**src/rtl/shifter_pipe.sv**
```systemverilog
// rtl/shifter_pipe.sv - pipelined logarithmic shifter (SLL/SRL/SRA, ROR when SHIFTER_PIPE_ROTATE_EN is defined)

module shifter_pipe #(
    parameter  int WIDTH  = 32,
    localparam int STAGES = $clog2(WIDTH)
) (
    input  logic              clock,
    input  logic              reset_n,
    input  logic              in_valid,
    output logic              in_ready,
    input  logic [WIDTH-1:0]  in_data,
    input  logic [STAGES-1:0] in_amt,
    input  logic [1:0]        in_mode,
    output logic              out_valid,
    input  logic              out_ready,
    output logic [WIDTH-1:0]  out_data,
    output logic              out_zero
);

    localparam logic [1:0] MODE_SLL = 2'b00;
    localparam logic [1:0] MODE_SRL = 2'b01;
    localparam logic [1:0] MODE_SRA = 2'b10;
`ifdef SHIFTER_PIPE_ROTATE_EN
    localparam logic [1:0] MODE_ROR = 2'b11;
`endif

    // Index k holds the state registered at the end of stage k.
    logic [STAGES-1:0][WIDTH-1:0]  data_q,  data_d;
    logic [STAGES-1:0][STAGES-1:0] amt_q,   amt_d;
    logic [STAGES-1:0][1:0]        mode_q,  mode_d;
    logic [STAGES-1:0]             valid_q, valid_d;
    logic                          advance;

    // The whole pipe moves as one unit: it stalls only when the last slot
    // holds a result that downstream refuses. Bubbles travel as invalid slots.
    assign advance   = out_ready | ~valid_q[STAGES-1];
    assign in_ready  = advance;

    assign out_valid = valid_q[STAGES-1];
    assign out_data  = data_q[STAGES-1];
    assign out_zero  = (data_q[STAGES-1] == '0);

    // The final stage has no further amount bits or mode to consume.
    logic unused_tail;
    assign unused_tail = ^{amt_q[STAGES-1], mode_q[STAGES-1]};

    // Stage k shifts by the weight of amount bit STAGES-1-k (largest step first).
    always_comb begin
        logic [WIDTH-1:0]  cur;
        logic [STAGES-1:0] amt;
        logic [1:0]        mode;
        logic              vld;
        int                prev;
        int                sh;
        data_d  = '0;
        amt_d   = '0;
        mode_d  = '0;
        valid_d = '0;
        for (int k = 0; k < STAGES; k++) begin
            prev = (k == 0) ? 0 : k - 1;
            if (k == 0) begin
                cur  = in_data;
                amt  = in_amt;
                mode = in_mode;
                vld  = in_valid;
            end else begin
                cur  = data_q[prev];
                amt  = amt_q[prev];
                mode = mode_q[prev];
                vld  = valid_q[prev];
            end
            sh = 1 << (STAGES - 1 - k);
            if (amt[STAGES-1-k]) begin
                case (mode)
                    MODE_SLL: cur = cur << sh;
                    MODE_SRL: cur = cur >> sh;
                    // SRA keeps the MSB intact, so each stage sees the original sign bit.
                    MODE_SRA: cur = $unsigned($signed(cur) >>> sh);
`ifdef SHIFTER_PIPE_ROTATE_EN
                    MODE_ROR: cur = (cur >> sh) | (cur << (WIDTH - sh));
`endif
                    // Without rotate support, mode 11 behaves as a logical right shift.
                    default:  cur = cur >> sh;
                endcase
            end
            amt[STAGES-1-k] = 1'b0;
            data_d[k]  = cur;
            amt_d[k]   = amt;
            mode_d[k]  = mode;
            valid_d[k] = vld;
        end
    end

    // Stage registers: cleared by reset, loaded together whenever the pipe advances.
    always_ff @(posedge clock or negedge reset_n) begin
        if (!reset_n) begin
            data_q  <= '0;
            amt_q   <= '0;
            mode_q  <= '0;
            valid_q <= '0;
        end else if (advance) begin
            data_q  <= data_d;
            amt_q   <= amt_d;
            mode_q  <= mode_d;
            valid_q <= valid_d;
        end
    end

endmodule

```
**config.mk**
```make
export PLATFORM = sky130hd
export DESIGN_NAME = shifter_pipe
export DESIGN_NICKNAME = d
export VERILOG_FILES = /design/src/rtl/shifter_pipe.sv
export SDC_FILE = /design/constraint.sdc
export NUM_CORES = 1
export LEC_CHECK = 0
export CAP_MARGIN = 20
export CORE_AREA = 2 2 141 143
export DETAILED_ROUTE_END_ITERATION = 8
export DIE_AREA = 0 0 143 145
export PLACE_DENSITY_LB_ADDON = 0.25
export SLEW_MARGIN = 20
export SYNTH_ARGS = -nofsm -noshare
export SYNTH_HDL_FRONTEND = slang
export SYNTH_SLANG_ARGS = --single-unit
```
**constraint.sdc**
```tcl
create_clock -name clock -period 1.45 [get_ports clock]
set_input_delay 0.435 -clock clock [delete_from_list [all_inputs] [get_ports clock]]
set_output_delay 0.435 -clock clock [all_outputs]
set_load 0.02 [all_outputs]
```
==> flow_summary.json, run 1 <==
{
  "start_kind": "register",
  "finalSetupViolCount": 36,
  "grt_pass1_wl_um": 40800,
  "endpoint_kind": "output pin",
  "cts_root_buf": "clkbuf_16",
  "pwr-share-seq": 0.344,
  "die_area_um2": 20700,
  "synthFlopType": "dfrtp_1",
  "yosys.area.top_type": "dfrtp_1",
  "critPathKind": "register to output pin",
  "cts_tree": "done",
  "syn_to_final_growth_pct": 26.7,
  "vias_per_cell": 5.79,
  "yosysSeqAreaShare": 0.455,
  "cts_buffer_depth": 2,
  "synth.cell_area_um2": 10100,
  "drv_slew": 0,
  "timing.fmax_mhz": 485,
  "stdcell_area_um2": 12700,
  "cts_sinks": 183,
  "synth_top_area_frac": 0.455,
  "final_layout_size_suffix_gt1_frac": 0.222,
  "setup_ws_ns": -0.612,
  "grt.total_usage": 0.244,
  "drtIter0Drc": 571,
  "syn_inst": 1040,
  "r2r_cells": 7,
  "die_x_um": 143,
  "seq_area_um2": 4580,
  "final_antenna_net_count": 0,
  "synthTopCellsByCount": "nand2_1, dfrtp_1, mux2i_1, nand3_1, o211ai_1",
  "ys_top_cells_by_area": "dfrtp_1, mux2i_1, nand2_1",
  "synth_simple_gate_area_share": 0.196,
  "portBuffers": 77,
  "synth_area_per_cell_um2": 9.67,
  "synthMuxAreaShare": 0.101,
  "cts_buffers": 17,
  "async_flop_share": 1.00,
  "max_slew_margin": 0.758,
  "switching_share": 0.394,
  "power_density_nw_per_um2": 2240,
  "fill_cells": 1510,
  "synth_top_family_by_area": "simple AND/OR/NAND/NOR gates",
  "fin_nets": 1174,
  "violations": "setup timing",
  "min_period_over_period": 1.42,
  "min_period_ns": 2.06,
  "synth_xor_area_frac": 0,
  "crit_chain": "nor4_4 > nand4_1 > nor2_2 > buf_6",
  "worst_pin_slew_ns": 0.364,
  "p_comb_frac": 0.492,
  "drv_cap": 0,
  "synth_fa_ha_area_frac": 0,
  "multi_input_area_um2": 4840,
  "dieHeight_um": 145,
  "finClkSkew_ns": 0.00744,
  "internal_power_uw": 17300,
  "tns_ns": -3.31,
  "overflow": 0,
  "antenna_found_initial": 0,
  "htree_levels": 4,
  "clkLatencyLatePin_ns": 0.43,
  "antenna_cells": 0,
  "drt_wl_total_um": 25100,
  "dr.pass1.iters": 5,
  "clockPowerShare": 0.164,
  "slowest_stage": "dfrtp_1",
  "rsz0062_at_grt": "yes",
  "ys_warn_count": 0,
  "max_stage_delay_ns": 0.43,
  "worstPathMaxFanout": 2,
  "ys_types": 48,
  "grt_pass1_vias": 8010,
  "hold_violations": 0,
  "status": "finished with violations",
  "drc_errors": 0,
  "syn-num-nets": 1083,
  "dp_hpwl_um": 15800,
  "core_um2": 19200,
  "crit_arrival_ns": 1.63,
  "p_switching_uw": 11300,
  "wl_per_cell_um": 17.8,
  "gp_congestion": 0.800,
  "worstPathRequired_ns": 1.02,
  "std_cell_rows": 51,
  "min_path_type": "input port to asynchronous set/reset pin",
  "cellLeakagePower_uw": 0.00546,
  "ir_worst_vdd_v": 0.00103,
  "grt_max_degree": 56,
  "pin_count": 78,
  "power_uw": 28600,
  "path_clk_slew_ns": 0.07,
  "vias": 8146,
  "synth_enable_flop_cells": 0,
  "post-synth-top-count-cell": "nand2_1",
  "synth_compound_area_frac": 0.166,
  "synth.ff_latch_count": 183,
  "start_util": 0.524,
  "place_area_um2": 11400
}
cells by family after synthesis:
logic type / count (synthesis)
and+or+nand+nor: 419
AOI/OAI and AO/OA: 209
DFF: 183
buffers and inverters: 128
muxes: 101
state kept, by name, summed over array words and instances, names as in the netlist:
name and count:
valid_q 5, mode_d 8, out_data 32, amt_d 6, amt_q 4, data_q 128
cell usage in the layout, fill, tap and decap left out, types with 5 or more instances in the layout:
master | synthesis | final
nor2b_1 | 20 | 20
nand3_1 | 69 | 68
nand2_1 | 222 | 222
a211oi_2 | 7 | 16
nor2_1 | 30 | 29
a31oi_1 | 18 | 18
a211oi_1 | 17 | 8
clkdlybuf4s50_1 | 0 | 40
o21ai_0 | 30 | 30
inv_1 | 7 | 7
o21ai_1 | 9 | 9
clkbuf_16 | 0 | 23
mux2i_1 | 98 | 97
nand3b_1 | 30 | 30
a2bb2oi_1 | 11 | 11
o211ai_1 | 68 | 68
a21oi_1 | 5 | 5
o211ai_2 | 29 | 29
buf_12 | 0 | 21
buf_6 | 17 | 71
dfrtp_1 | 183 | 181
nor3_1 | 24 | 24
buf_4 | 42 | 41
through the flow:
step / cells / setup WS (ns) / hold slack, ns / utilization
after floorplan: 1040 / -0.0167 / 0.139 / -
after global placement: 1355 / -0.692 / 0.345 / 0.591
after detailed placement: 1355 / -0.714 / 0.343 / 0.591
after CTS: 1396 / -0.627 / 0.468 / 0.643
after global routing: 1408 / -0.692 / 0.480 / 0.663
final: 1408 / -0.612 / 0.461 / 0.663
worst paths after layout:
path	start	end	slack, ns
hold / removal	reset_n	out_data[30]	0.46
setup / recovery	out_data[25]	out_zero	-0.61
max in group asynchronous	reset_n	mode_d[5]	0.49
hold reg to reg	amt_d[5]	amt_d[10]	0.46
min in group clock	amt_d[5]	amt_d[10]	0.46
setup reg to reg	valid_q[4]	out_data[6]	-0.01
what timing repair did:
action                     4_1_cts  5_1_grt
buffers inserted                10       15
hold endpoints to repair        20        0
cloned                           6        7
pin swaps                        4       36
hold buffers                     1        0
setup endpoints to repair      159      121
resized for setup              247       44
power groups by stage:
stage / Clock [uW] / Combinational [uW] / Sequential (uW)
CTS: 4730 / 13100 / 9640
finish: 4670 / 14100 / 9820
global placement: 0 / 11900 / 9550
detailed placement: 0 / 12200 / 9670
global route: 4950 / 15300 / 10100
floorplan: 0 / 9390 / 8840
worst max-delay path: cells and delay by family, from the launching register on:
| kind | cells | cell delay (ns) |
|---|---|---|
| AND/OR/NAND/NOR | 3 | 0.64 |
| flip-flops | 1 | 0.43 |
| buffers and inverters | 1 | 0.12 |
per-layer routing:
layer / global-route usage / share of wire / vias to the layer above
li1: - / - / 3867
met1: 0.321 / 0.42 / 3964
met2: 0.401 / 0.51 / 258
met3: 0.0389 / 0.038 / 57
met4: 0.0955 / 0.032 / 0
met5: 0 / 0 / -
final cells by class:
cell class | count | share of cell area
clock buffers | 19 | 0.0348
multi-input cells | 730 | 0.380
flip-flops and latches | 183 | 0.360
repair buffers | 190 | 0.185
well taps | 265 | 0.0260
inverters | 9 | 0.00285
clock inverters | 12 | 0.0121
No activity file was read; power rests on OpenSTA's default activity.
==> run 2: changes to the inputs <==
--- a/config.mk
+++ b/config.mk
@@ -6,9 +6,10 @@
 export NUM_CORES = 1
 export LEC_CHECK = 0
 export CAP_MARGIN = 20
-export CORE_AREA = 2 2 141 143
+export CORE_AREA = 2 2 133 135
+export CTS_BUF_LIST = sky130_fd_sc_hd__clkbuf_8
 export DETAILED_ROUTE_END_ITERATION = 8
-export DIE_AREA = 0 0 143 145
+export DIE_AREA = 0 0 135 137
 export PLACE_DENSITY_LB_ADDON = 0.25
 export SLEW_MARGIN = 20
 export SYNTH_ARGS = -nofsm -noshare
==> constraint.sdc (replaced) <==
create_clock -name clock -period 2.4 [get_ports clock]
set_input_delay 0.72 -clock clock [delete_from_list [all_inputs] [get_ports clock]]
set_output_delay 0.72 -clock clock [all_outputs]
set_load 0.02 [all_outputs]
==> flow_summary.json, run 2 (synthesis gave the netlist of run 1 again) <==
{
  "core_um2": 17100,
  "antenna_found_initial": 0,
  "antenna_cells": 0,
  "crit_buf_inv": 1,
  "cts_buffers": 17,
  "dr.pass1.iters": 5,
  "cts_tree": "done",
  "grt_pass1_wl_um": 37000,
  "wl_per_cell_um": 16.6,
  "max_slew_margin": 0.523,
  "hold_violations": 0,
  "syn_to_final_growth_pct": 11.5,
  "max_stage_delay_ns": 0.39,
  "top_register": "data_q",
  "rsz0062_at_grt": "yes",
  "slowest_stage": "dfrtp_1",
  "grt.total_usage": 0.248,
  "start_util": 0.590,
  "start_kind": "register",
  "fill_cells": 1397,
  "pwr-share-seq": 0.405,
  "finClkSkew_ns": 0.00924,
  "htree_levels": 4,
  "min_period_ns": 2.39,
  "post-route-util": 0.657,
  "crit_arrival_ns": 1.67,
  "reg2reg_setup_slack_ns": 0.53,
  "r2r_start": "valid_q[4]",
  "fin_nets": 1102,
  "dieHeight_um": 137,
  "grt_pass1_vias": 7321,
  "die_x_um": 135,
  "tns_ns": 0,
  "worstPathMaxFanout": 2,
  "largest_reg_flops": 128,
  "cellLeakagePower_uw": 0.00471,
  "crit_chain": "nor4_2 > nand4_1 > nor2_1 > buf_4",
  "drv_cap": 0,
  "drtIter0Drc": 499,
  "power_density_nw_per_um2": 1310,
  "mostFrequentLayoutCell": "nand2_1",
  "critPathKind": "register to output pin",
  "p_switching_uw": 6050,
  "worst_pin_slew_ns": 0.715,
  "p_comb_frac": 0.451,
  "status": "completed",
  "gp_congestion": 0.814,
  "drc_errors": 0,
  "drv_slew": 0,
  "rr_endpoint": "data_q[107]",
  "path_clk_slew_ns": 0.09,
  "dp_hpwl_um": 14900,
  "cts_sinks": 183,
  "drt_wl_total_um": 21500,
  "internal_power_uw": 8650,
  "min_period_over_period": 0.996,
  "finalSetupViolCount": 0,
  "min_path_type": "input port to asynchronous set/reset pin",
  "crit_family": "simple AND/OR/NAND/NOR gates",
  "endpoint_kind": "output pin",
  "overflow": 0,
  "cts_root_buf": "clkbuf_8",
  "portBuffers": 77,
  "power_uw": 14700,
  "final_layout_size_suffix_gt1_frac": 0.120,
  "std_cell_rows": 48,
  "vias": 7624,
  "grt_max_degree": 84,
  "ir_worst_vdd_v": 0.000583,
  "die_area_um2": 18500,
  "final_cell_mix": "nand2_1, dfrtp_1, mux2i_1, clkdlybuf4s50_1, nand3_1",
  "clkLatencyLatePin_ns": 0.47,
  "cts_buffer_depth": 2,
  "vias_per_cell": 5.88,
  "r2r_cells": 5,
  "final_antenna_net_count": 0,
  "timing.fmax_mhz": 418,
  "post_cts_buffers": 0,
  "switching_share": 0.411,
  "pin_count": 78,
  "hold_buffers": 0,
  "clockPowerShare": 0.144,
  "worstPathRequired_ns": 1.68
}
==> run 2: cell count changes in the layout (fill, tap and decap cells not counted), moves of 9 or more <==
| cell | change |
|---|---|
| a211oi_1 | +9 |
| a211oi_2 | -9 |
| buf_12 | -10 |
| buf_4 | -9 |
| buf_6 | -70 |
| clkbuf_16 | -23 |
| clkbuf_8 | +19 |
| clkdlybuf4s50_1 | +34 |
==> run 2: routing by layer <==
metal  global-route usage  wire length [um]
met5                    0                 0
met4               0.0839               505
met3               0.0541               924
met2                0.395             10300
met1                0.340              9740
==> run 2: area by class of cell <==
type,instances,area [um^2],share of cell area
clock inverter,12,135,0.0121
clock buffer,20,275,0.0245
tap,225,282,0.0251
sequential,183,4580,0.408
multi-input combinational,729,4680,0.418
timing repair buffer,119,1220,0.109
inverter,9,36.3,0.00324
==> run 2: timing repair <==
item	4_1_cts	5_1_grt
cloned	0	0
pin swaps	2	2
gates resized for setup	8	2
endpoints found under the setup margin	2	2
==> run 2: worst max path at each step <==
stage / cells past startpoint / endpoint / start / slack (ns)
after floorplan: 5 / in_ready / out_ready / 0.36
after global placement: 4 / in_ready / out_ready / -0.23
after detailed placement: 4 / in_ready / out_ready / -0.25
after CTS: 4 / out_zero / out_data[2] / -0.03
after global routing: 5 / out_zero / out_data[30] / -0.12
final: 4 / out_zero / out_data[2] / 0.01
==> run 2: metrics by stage <==
step / setup slack, ns / instance area [um^2] / hold WS, ns / instances
2_1_floorplan: 0.363 / 10100 / 0.424 / 1040
3_5_place_dp: -0.248 / 10800 / 0.446 / 1265
3_3_place_gp: -0.233 / 10800 / 0.441 / 1265
4_1_cts: -0.0272 / 11200 / 0.140 / 1297
5_1_grt: -0.124 / 11200 / 0.146 / 1297
6_report: 0.00971 / 11200 / 0.145 / 1297
==> run 2: power by group through the flow <==
stage               clock network [uW]  logic [uW]  registers, uW
detailed placement                   0        6630           6000
finish                            2120        6630           5950
global placement                     0        6470           5940
global route                      2300        7310           6160
CTS                               2170        6670           5940
floorplan                            0        5670           5340
==> run 2: worst reg2reg max path, cell delays in order (launching register included) <==
cell and delay (ns):
dfrtp_1 0.36, nor2b_4 0.17, buf_4 0.39, buf_4 0.56, nand2_1 0.22, o211ai_2 0.10
